[src/rtl/wb_arbiter_if.sv]
// wb_arbiter_if
//   Bundles every non-clock/reset signal of wb_arbiter.
//   slave  : the arbiter's view (EX / long-latency / decode inputs in,
//            regfile write port, ready, stall and error flag out).
//   master : the environment's view (directions mirrored).
//   Ports:
//     ex_wen_i/ex_waddr_i/ex_wdata_i       single-cycle EX result
//     issue_i/issue_rd_i                   long-latency op issued
//     lsu_valid_i/lsu_waddr_i/lsu_wdata_i  long-latency result
//     lsu_ready_o                          long-latency result accepted
//     id_rs1_i/id_rs2_i                    decode source registers
//     stall_o                              decode hazard stall
//     reg_wen_o/reg_waddr_o/reg_wdata_o    register-file write port
//     err_o                                sticky protocol error
interface wb_arbiter_if;
  logic        ex_wen_i;
  logic [4:0]  ex_waddr_i;
  logic [31:0] ex_wdata_i;
  logic        issue_i;
  logic [4:0]  issue_rd_i;
  logic        lsu_valid_i;
  logic [4:0]  lsu_waddr_i;
  logic [31:0] lsu_wdata_i;
  logic        lsu_ready_o;
  logic [4:0]  id_rs1_i;
  logic [4:0]  id_rs2_i;
  logic        stall_o;
  logic        reg_wen_o;
  logic [4:0]  reg_waddr_o;
  logic [31:0] reg_wdata_o;
  logic        err_o;

  modport slave (
    input  ex_wen_i, ex_waddr_i, ex_wdata_i,
    input  issue_i, issue_rd_i,
    input  lsu_valid_i, lsu_waddr_i, lsu_wdata_i,
    input  id_rs1_i, id_rs2_i,
    output lsu_ready_o, stall_o,
    output reg_wen_o, reg_waddr_o, reg_wdata_o,
    output err_o
  );

  modport master (
    output ex_wen_i, ex_waddr_i, ex_wdata_i,
    output issue_i, issue_rd_i,
    output lsu_valid_i, lsu_waddr_i, lsu_wdata_i,
    output id_rs1_i, id_rs2_i,
    input  lsu_ready_o, stall_o,
    input  reg_wen_o, reg_waddr_o, reg_wdata_o,
    input  err_o
  );
endinterface

[src/rtl/wb_arbiter.sv]
// wb_arbiter
//   Register-file write-back arbiter. EX results own the single write port
//   whenever they target a nonzero register; long-latency results are parked
//   in a 2-entry FIFO and drained on any cycle the port is free. A pending
//   scoreboard tracks outstanding long-latency destinations and produces
//   the decode stall. err_o latches protocol violations (EX write to a
//   pending register, or an unexpected long-latency result) and never
//   affects the data path.
//   Ports:
//     clk  rising-edge clock
//     rst  synchronous, active-low reset
//     bus  wb_arbiter_if.slave (see the interface header for the signals)
module wb_arbiter (
  input  logic         clk,
  input  logic         rst,
  wb_arbiter_if.slave  bus
);

  logic [4:0]  r_fifo_addr [2];
  logic [31:0] r_fifo_data [2];
  logic        r_wr_ptr;
  logic        r_rd_ptr;
  logic [1:0]  r_count;
  logic [31:0] r_pending;
  logic        r_err;

  logic        w_fifo_empty;
  logic        w_ready;
  logic        w_ex_port;
  logic        w_pop;
  logic        w_accept;
  logic        w_push;
  logic [4:0]  w_head_addr;
  logic [31:0] w_head_data;
  logic [1:0]  w_entry_match;
  logic [31:0] w_set_vec;
  logic [31:0] w_clr_vec;
  logic [31:0] w_pending_next;
  logic        w_rs1_hz;
  logic        w_rs2_hz;
  logic        w_waw_hz;
  logic        w_err_ex;
  logic        w_err_lsu;

  assign w_fifo_empty = (r_count == 2'd0);
  // Ready depends only on the registered count: a full FIFO refuses even
  // if it is draining this cycle. Held low while in reset.
  assign w_ready      = rst & (r_count < 2'd2);
  // An EX write to x0 is a no-op and leaves the port to the FIFO.
  assign w_ex_port    = bus.ex_wen_i & (bus.ex_waddr_i != 5'd0);
  assign w_head_addr  = r_fifo_addr[r_rd_ptr];
  assign w_head_data  = r_fifo_data[r_rd_ptr];
  assign w_pop        = rst & ~w_ex_port & ~w_fifo_empty;
  assign w_accept     = bus.lsu_valid_i & w_ready;
  // Results for x0 are accepted and silently dropped.
  assign w_push       = w_accept & (bus.lsu_waddr_i != 5'd0);

  // Address match against the entries currently held in the FIFO; with two
  // slots an entry is live if the FIFO is full, or it is the head of a
  // single-entry FIFO.
  genvar gi;
  generate
    for (gi = 0; gi < 2; gi++) begin : g_entry
      logic w_live;
      assign w_live = (r_count == 2'd2) |
                      ((r_count == 2'd1) & (r_rd_ptr == 1'(gi)));
      assign w_entry_match[gi] = w_live & (r_fifo_addr[gi] == bus.lsu_waddr_i);
    end
  endgenerate

  assign w_set_vec = (bus.issue_i && bus.issue_rd_i != 5'd0) ?
                     (32'd1 << bus.issue_rd_i) : 32'd0;
  assign w_clr_vec = w_pop ? (32'd1 << w_head_addr) : 32'd0;
  // Set is applied after clear so a same-cycle issue wins; x0 never pends.
  assign w_pending_next = ((r_pending & ~w_clr_vec) | w_set_vec) & ~32'd1;

  // A source being written this cycle is not a hazard: the regfile
  // forwards same-cycle writes to the read ports.
  assign w_rs1_hz = r_pending[bus.id_rs1_i] & (bus.id_rs1_i != 5'd0) &
                    ~(w_pop & (w_head_addr == bus.id_rs1_i));
  assign w_rs2_hz = r_pending[bus.id_rs2_i] & (bus.id_rs2_i != 5'd0) &
                    ~(w_pop & (w_head_addr == bus.id_rs2_i));
  assign w_waw_hz = bus.issue_i & r_pending[bus.issue_rd_i];

  assign w_err_ex  = w_ex_port & r_pending[bus.ex_waddr_i];
  assign w_err_lsu = w_push & ~r_pending[bus.lsu_waddr_i] & ~(|w_entry_match);

  assign bus.lsu_ready_o = w_ready;
  assign bus.stall_o     = rst & (w_rs1_hz | w_rs2_hz | w_waw_hz);
  assign bus.err_o       = r_err;

  // Write-port mux: EX first, then FIFO head, otherwise idle zeros.
  always_comb begin
    bus.reg_wen_o   = 1'b0;
    bus.reg_waddr_o = 5'd0;
    bus.reg_wdata_o = 32'd0;
    if (rst) begin
      if (w_ex_port) begin
        bus.reg_wen_o   = 1'b1;
        bus.reg_waddr_o = bus.ex_waddr_i;
        bus.reg_wdata_o = bus.ex_wdata_i;
      end else if (!w_fifo_empty) begin
        bus.reg_wen_o   = 1'b1;
        bus.reg_waddr_o = w_head_addr;
        bus.reg_wdata_o = w_head_data;
      end
    end
  end

  // FIFO storage carries no reset; validity comes from r_count alone.
  always_ff @(posedge clk) begin
    if (w_push) begin
      r_fifo_addr[r_wr_ptr] <= bus.lsu_waddr_i;
      r_fifo_data[r_wr_ptr] <= bus.lsu_wdata_i;
    end
  end

  always_ff @(posedge clk) begin
    if (!rst) begin
      r_wr_ptr  <= 1'b0;
      r_rd_ptr  <= 1'b0;
      r_count   <= 2'd0;
      r_pending <= 32'd0;
      r_err     <= 1'b0;
    end else begin
      if (w_push) r_wr_ptr <= ~r_wr_ptr;
      if (w_pop)  r_rd_ptr <= ~r_rd_ptr;
      r_count   <= r_count + {1'b0, w_push} - {1'b0, w_pop};
      r_pending <= w_pending_next;
      if (w_err_ex | w_err_lsu) r_err <= 1'b1;
    end
  end

endmodule

[src/flat_wrapper.sv]
// flat-port wrapper written by rule: the top's interface ports become plain ports
module wb_arbiter_flat 
  (clk, rst, bus_ex_wen_i, bus_ex_waddr_i, bus_ex_wdata_i, bus_issue_i, bus_issue_rd_i, bus_lsu_valid_i, bus_lsu_waddr_i, bus_lsu_wdata_i, bus_id_rs1_i, bus_id_rs2_i, bus_lsu_ready_o, bus_stall_o, bus_reg_wen_o, bus_reg_waddr_o, bus_reg_wdata_o, bus_err_o);
  wb_arbiter_if bus_i ();
  input  logic clk;
  input  logic rst;
  input wire logic [$bits(bus_i.ex_wen_i)-1:0] bus_ex_wen_i;
  input wire logic [$bits(bus_i.ex_waddr_i)-1:0] bus_ex_waddr_i;
  input wire logic [$bits(bus_i.ex_wdata_i)-1:0] bus_ex_wdata_i;
  input wire logic [$bits(bus_i.issue_i)-1:0] bus_issue_i;
  input wire logic [$bits(bus_i.issue_rd_i)-1:0] bus_issue_rd_i;
  input wire logic [$bits(bus_i.lsu_valid_i)-1:0] bus_lsu_valid_i;
  input wire logic [$bits(bus_i.lsu_waddr_i)-1:0] bus_lsu_waddr_i;
  input wire logic [$bits(bus_i.lsu_wdata_i)-1:0] bus_lsu_wdata_i;
  input wire logic [$bits(bus_i.id_rs1_i)-1:0] bus_id_rs1_i;
  input wire logic [$bits(bus_i.id_rs2_i)-1:0] bus_id_rs2_i;
  output wire logic [$bits(bus_i.lsu_ready_o)-1:0] bus_lsu_ready_o;
  output wire logic [$bits(bus_i.stall_o)-1:0] bus_stall_o;
  output wire logic [$bits(bus_i.reg_wen_o)-1:0] bus_reg_wen_o;
  output wire logic [$bits(bus_i.reg_waddr_o)-1:0] bus_reg_waddr_o;
  output wire logic [$bits(bus_i.reg_wdata_o)-1:0] bus_reg_wdata_o;
  output wire logic [$bits(bus_i.err_o)-1:0] bus_err_o;
  assign bus_i.ex_wen_i = bus_ex_wen_i;
  assign bus_i.ex_waddr_i = bus_ex_waddr_i;
  assign bus_i.ex_wdata_i = bus_ex_wdata_i;
  assign bus_i.issue_i = bus_issue_i;
  assign bus_i.issue_rd_i = bus_issue_rd_i;
  assign bus_i.lsu_valid_i = bus_lsu_valid_i;
  assign bus_i.lsu_waddr_i = bus_lsu_waddr_i;
  assign bus_i.lsu_wdata_i = bus_lsu_wdata_i;
  assign bus_i.id_rs1_i = bus_id_rs1_i;
  assign bus_i.id_rs2_i = bus_id_rs2_i;
  assign bus_lsu_ready_o = bus_i.lsu_ready_o;
  assign bus_stall_o = bus_i.stall_o;
  assign bus_reg_wen_o = bus_i.reg_wen_o;
  assign bus_reg_waddr_o = bus_i.reg_waddr_o;
  assign bus_reg_wdata_o = bus_i.reg_wdata_o;
  assign bus_err_o = bus_i.err_o;
  wb_arbiter u_core (.clk(clk), .rst(rst), .bus(bus_i));
endmodule
[config.mk]
export PLATFORM = sky130hd
export DESIGN_NAME = wb_arbiter_flat
export DESIGN_NICKNAME = d
export VERILOG_FILES = /design/src/rtl/wb_arbiter_if.sv /design/src/rtl/wb_arbiter.sv /design/src/flat_wrapper.sv
export SDC_FILE = /design/constraint.sdc
export NUM_CORES = 1
export LEC_CHECK = 0
export ABC_AREA = 1
export BUFFER_PORTS_ARGS = -buffer_cell sky130_fd_sc_hd__buf_2
export CAP_MARGIN = 20
export CORE_ASPECT_RATIO = 0.6
export CORE_UTILIZATION = 50
export CTS_BUF_LIST = sky130_fd_sc_hd__clkbuf_8
export DETAILED_ROUTE_END_ITERATION = 12
export GPL_ROUTABILITY_DRIVEN = 0
export MAX_ROUTING_LAYER = met4
export PLACE_DENSITY_LB_ADDON = 0.3
export SYNTH_ARGS = -nofsm -noshare
export SYNTH_HDL_FRONTEND = slang
export SYNTH_SLANG_ARGS = --single-unit
[constraint.sdc]
create_clock -name clk -period 2.9 [get_ports clk]
set_clock_uncertainty 0.15 [all_clocks]
set_input_delay 0.145 -clock clk [delete_from_list [all_inputs] [get_ports clk]]
set_output_delay 0.145 -clock clk [all_outputs]
set_load 0.05 [all_outputs]
==> reports/metrics.cfg <==
[clocking]
cts.repair.resized = 0
cts_tree = built
cts.htree.levels = 3
ctsLongestPathBuffers = 2
postCtsSetupBuffers = 0
holdBufCountCts = 36
cts.sinks = 111
clockRootBuffer = clkbuf_8
clk_latency_ps = 390
clk_pin_slew_ps = 120
numCtsBuffers = 9

[sta]
drv_slew = 0
whs_ps = 52.9
fin_ws_ps = 277
timing.final.crit_share_pct = 90.5
max_freq_mhz = 381
finalSetupTns_ps = 0
grt_setup_unrepaired = false
setup-violations-final = 0
tightest_slew_ps = 604
finalHoldViolCount = 0
slew_headroom_pct = 59.6
period_minus_slack_ps = 2620

[setup_path]
cp_data_arrival_time_ps = 2330
start_kind = flip-flop
worst_setup_path_end_kind = output pin
path_buf_inv = 2
r2r_cells = 10
critPathSlowestCell = o21ai_4
required_ps = 2610
critPathTopFamily = compound AO/OA/AOI/OAI gates
crit_type = flip-flop to output pin
slowest_delay_ps = 540
worstReg2RegStart = u_core.r_count[1]
crit_fanout = 19
path_cells = nor2_4 > inv_2 > o21ai_4 > a311oi_1 > buf_2
reg2reg_slack_ps = 570
cp.depth = 5
rr_endpoint = u_core.r_count[1]

[cells_and_area]
drive_above_1_share_pct = 18.5
stdcell_count = 1253
final_core_util_pct = 62.8
fin_nets = 1173
area_growth_pct = 20.2
multi_input_area_um2 = 3340
seq_area_um2 = 2960
design_area_um2 = 8220
fill_cells = 1153

[logic_synthesis]
synth.yosys.seq_area_share_pct = 43.3
netlist_area_um2 = 6840
syn_avg_cell_area_um2 = 7.35
synth_ff_type = edfxtp_1
ys_types = 37
synth_fp_nets = 1027
synth_edf_count = 74
yosysWarnings = 0
ys_ff_latch = 111
syn_inst = 931
async_reset_ff_share_pct = 0

[floorplanning]
ioPinCount = 135
die_h_um = 92.6
die_w_um = 153
num_rows = 32
core_um2 = 13100
initial_utilization_pct = 52.3
die_area_um2 = 14200

[placement]
place_ws_ps = 546
dpl.hpwl_mm = 15.9
dpl.cell_count = 1200
place_area_um2 = 7640
io_buffers = 134

[drt]
avgViaCountPerCell = 5.83
post_drt_wl_per_cell_um = 18.2
dr.pass1.iters = 6
routed_wl_mm = 22.8
drt-initial-drc-count = 948
drc = 0
drtAntennaViolNets = 0
via_count = 7309

[power_and_ir_drop]
total_power_mw = 4.09
p_leak_nw = 3.50
vdd_drop_max_uv = 294
p_per_area_nw_per_um2 = 497

[flow_run]
max_cap_viol_count = 0

[hold_path]
hold_path_class = input pin to flip-flop
hold_path_depth = 5
holdCritStartpoint = bus_issue_i
min_to = u_core.r_pending[29]

[outcome]
outcome = finished, final reports clean

[global_route]
grt_pass1_vias = 6458
grt_use_total_pct = 33.6
grt_max_degree = 45
overflow = 0
grt_first_pass_wirelength_mm = 35.4
antenna_found_initial = 1

-- registers in the layout, indices dropped and copies added, names as in the netlist, named ones only --
name                count
u_core.r_wr_ptr         1
u_core.r_fifo_data     64
u_core.r_fifo_addr     10
u_core.bus.err_o        1
u_core.r_count          2
u_core.r_pending       31
u_core.r_rd_ptr         1
-- layout make-up --
class	count	share of cell area, %
well taps	170	2.59
multi-input cells	689	40.6
clock buffers	9	1.51
flip-flops and latches	111	36.0
diodes	1	0.0304
inverters	78	3.59
repair buffers	188	14.5
clock inverters	7	1.17
-- worst max-delay path by stage --
stage	startpoint	endpoint	slack (ps)
after floorplan	rst	u_core.r_fifo_addr[1][0]	-110
after global placement	bus_ex_waddr_i[0]	u_core.r_count[1]	630
after detailed placement	bus_ex_waddr_i[0]	u_core.r_count[1]	550
after CTS	u_core.r_count[1]	bus_reg_waddr_o[3]	330
after global routing	u_core.r_count[1]	bus_reg_wdata_o[29]	160
final	u_core.r_count[1]	bus_reg_wdata_o[1]	280
-- Yosys cell counts, types with 11 or more instances --
| cell type | number | share of area (%) |
|---|---|---|
| a21oi_1 | 77 | 5.6 |
| a311oi_1 | 14 | 1.8 |
| buf_2 | 27 | 2.0 |
| clkbuf_1 | 21 | 1.2 |
| dfxtp_1 | 37 | 11 |
| edfxtp_1 | 74 | 32 |
| inv_1 | 69 | 3.8 |
| nand2_1 | 246 | 13 |
| nand3_1 | 100 | 7.3 |
| nand4_1 | 14 | 1.3 |
| nor2_1 | 96 | 5.3 |
| o211ai_1 | 15 | 1.6 |
| o21ai_0 | 60 | 4.4 |
| o21ai_1 | 11 | 0.80 |
-- power by group --
group / switching [mW] / total (mW) / internal (mW)
registers: 0.0381 / 1.80 / 1.76
logic: 0.909 / 1.27 / 0.360
clock network: 0.592 / 1.02 / 0.426
total: 1.54 / 4.09 / 2.55
-- metal layers --
layer	up-vias	wire length (um)	share of wire, %	global-route usage (%)
met3	63	3310	15	10.8
met2	486	9040	40	45.5
met4	0	549	2.4	9.93
met1	3315	9860	43	47.2
met5	-	0	0	-
li1	3445	-	-	-
-- cells by family (layout without fill, tap and decap cells) --
kind of cell    after synthesis  count (layout)  share of synthesized area (%)
simple gates                475             475                           29.5
compound gates              195             195                           16.5
buf+inv                     131             282                           8.10
flops                       111             111                           43.3
xor+xnor                     17              17                           2.18
fa+ha+maj                     2               2                          0.366
other cells                   0               1                              0
-- tightest hold or removal path, delay by kind of cell --
kind	cells	cell delay, ps
AND/OR/NAND/NOR	3	240
buffers and inverters	1	120
AO/OA/AOI/OAI	1	50
-- layout by cell type (no fill, tap or decap), types with 36 or more instances in the layout --
cell             n
o21ai_0         60
dlygate4sd3_1   36
inv_1           69
dfxtp_1         37
edfxtp_1        74
nor2_1          94
a21oi_1         77
nand3_1        100
buf_2          134
nand2_1        246
Note: power is estimated with default switching activity, not from simulation.
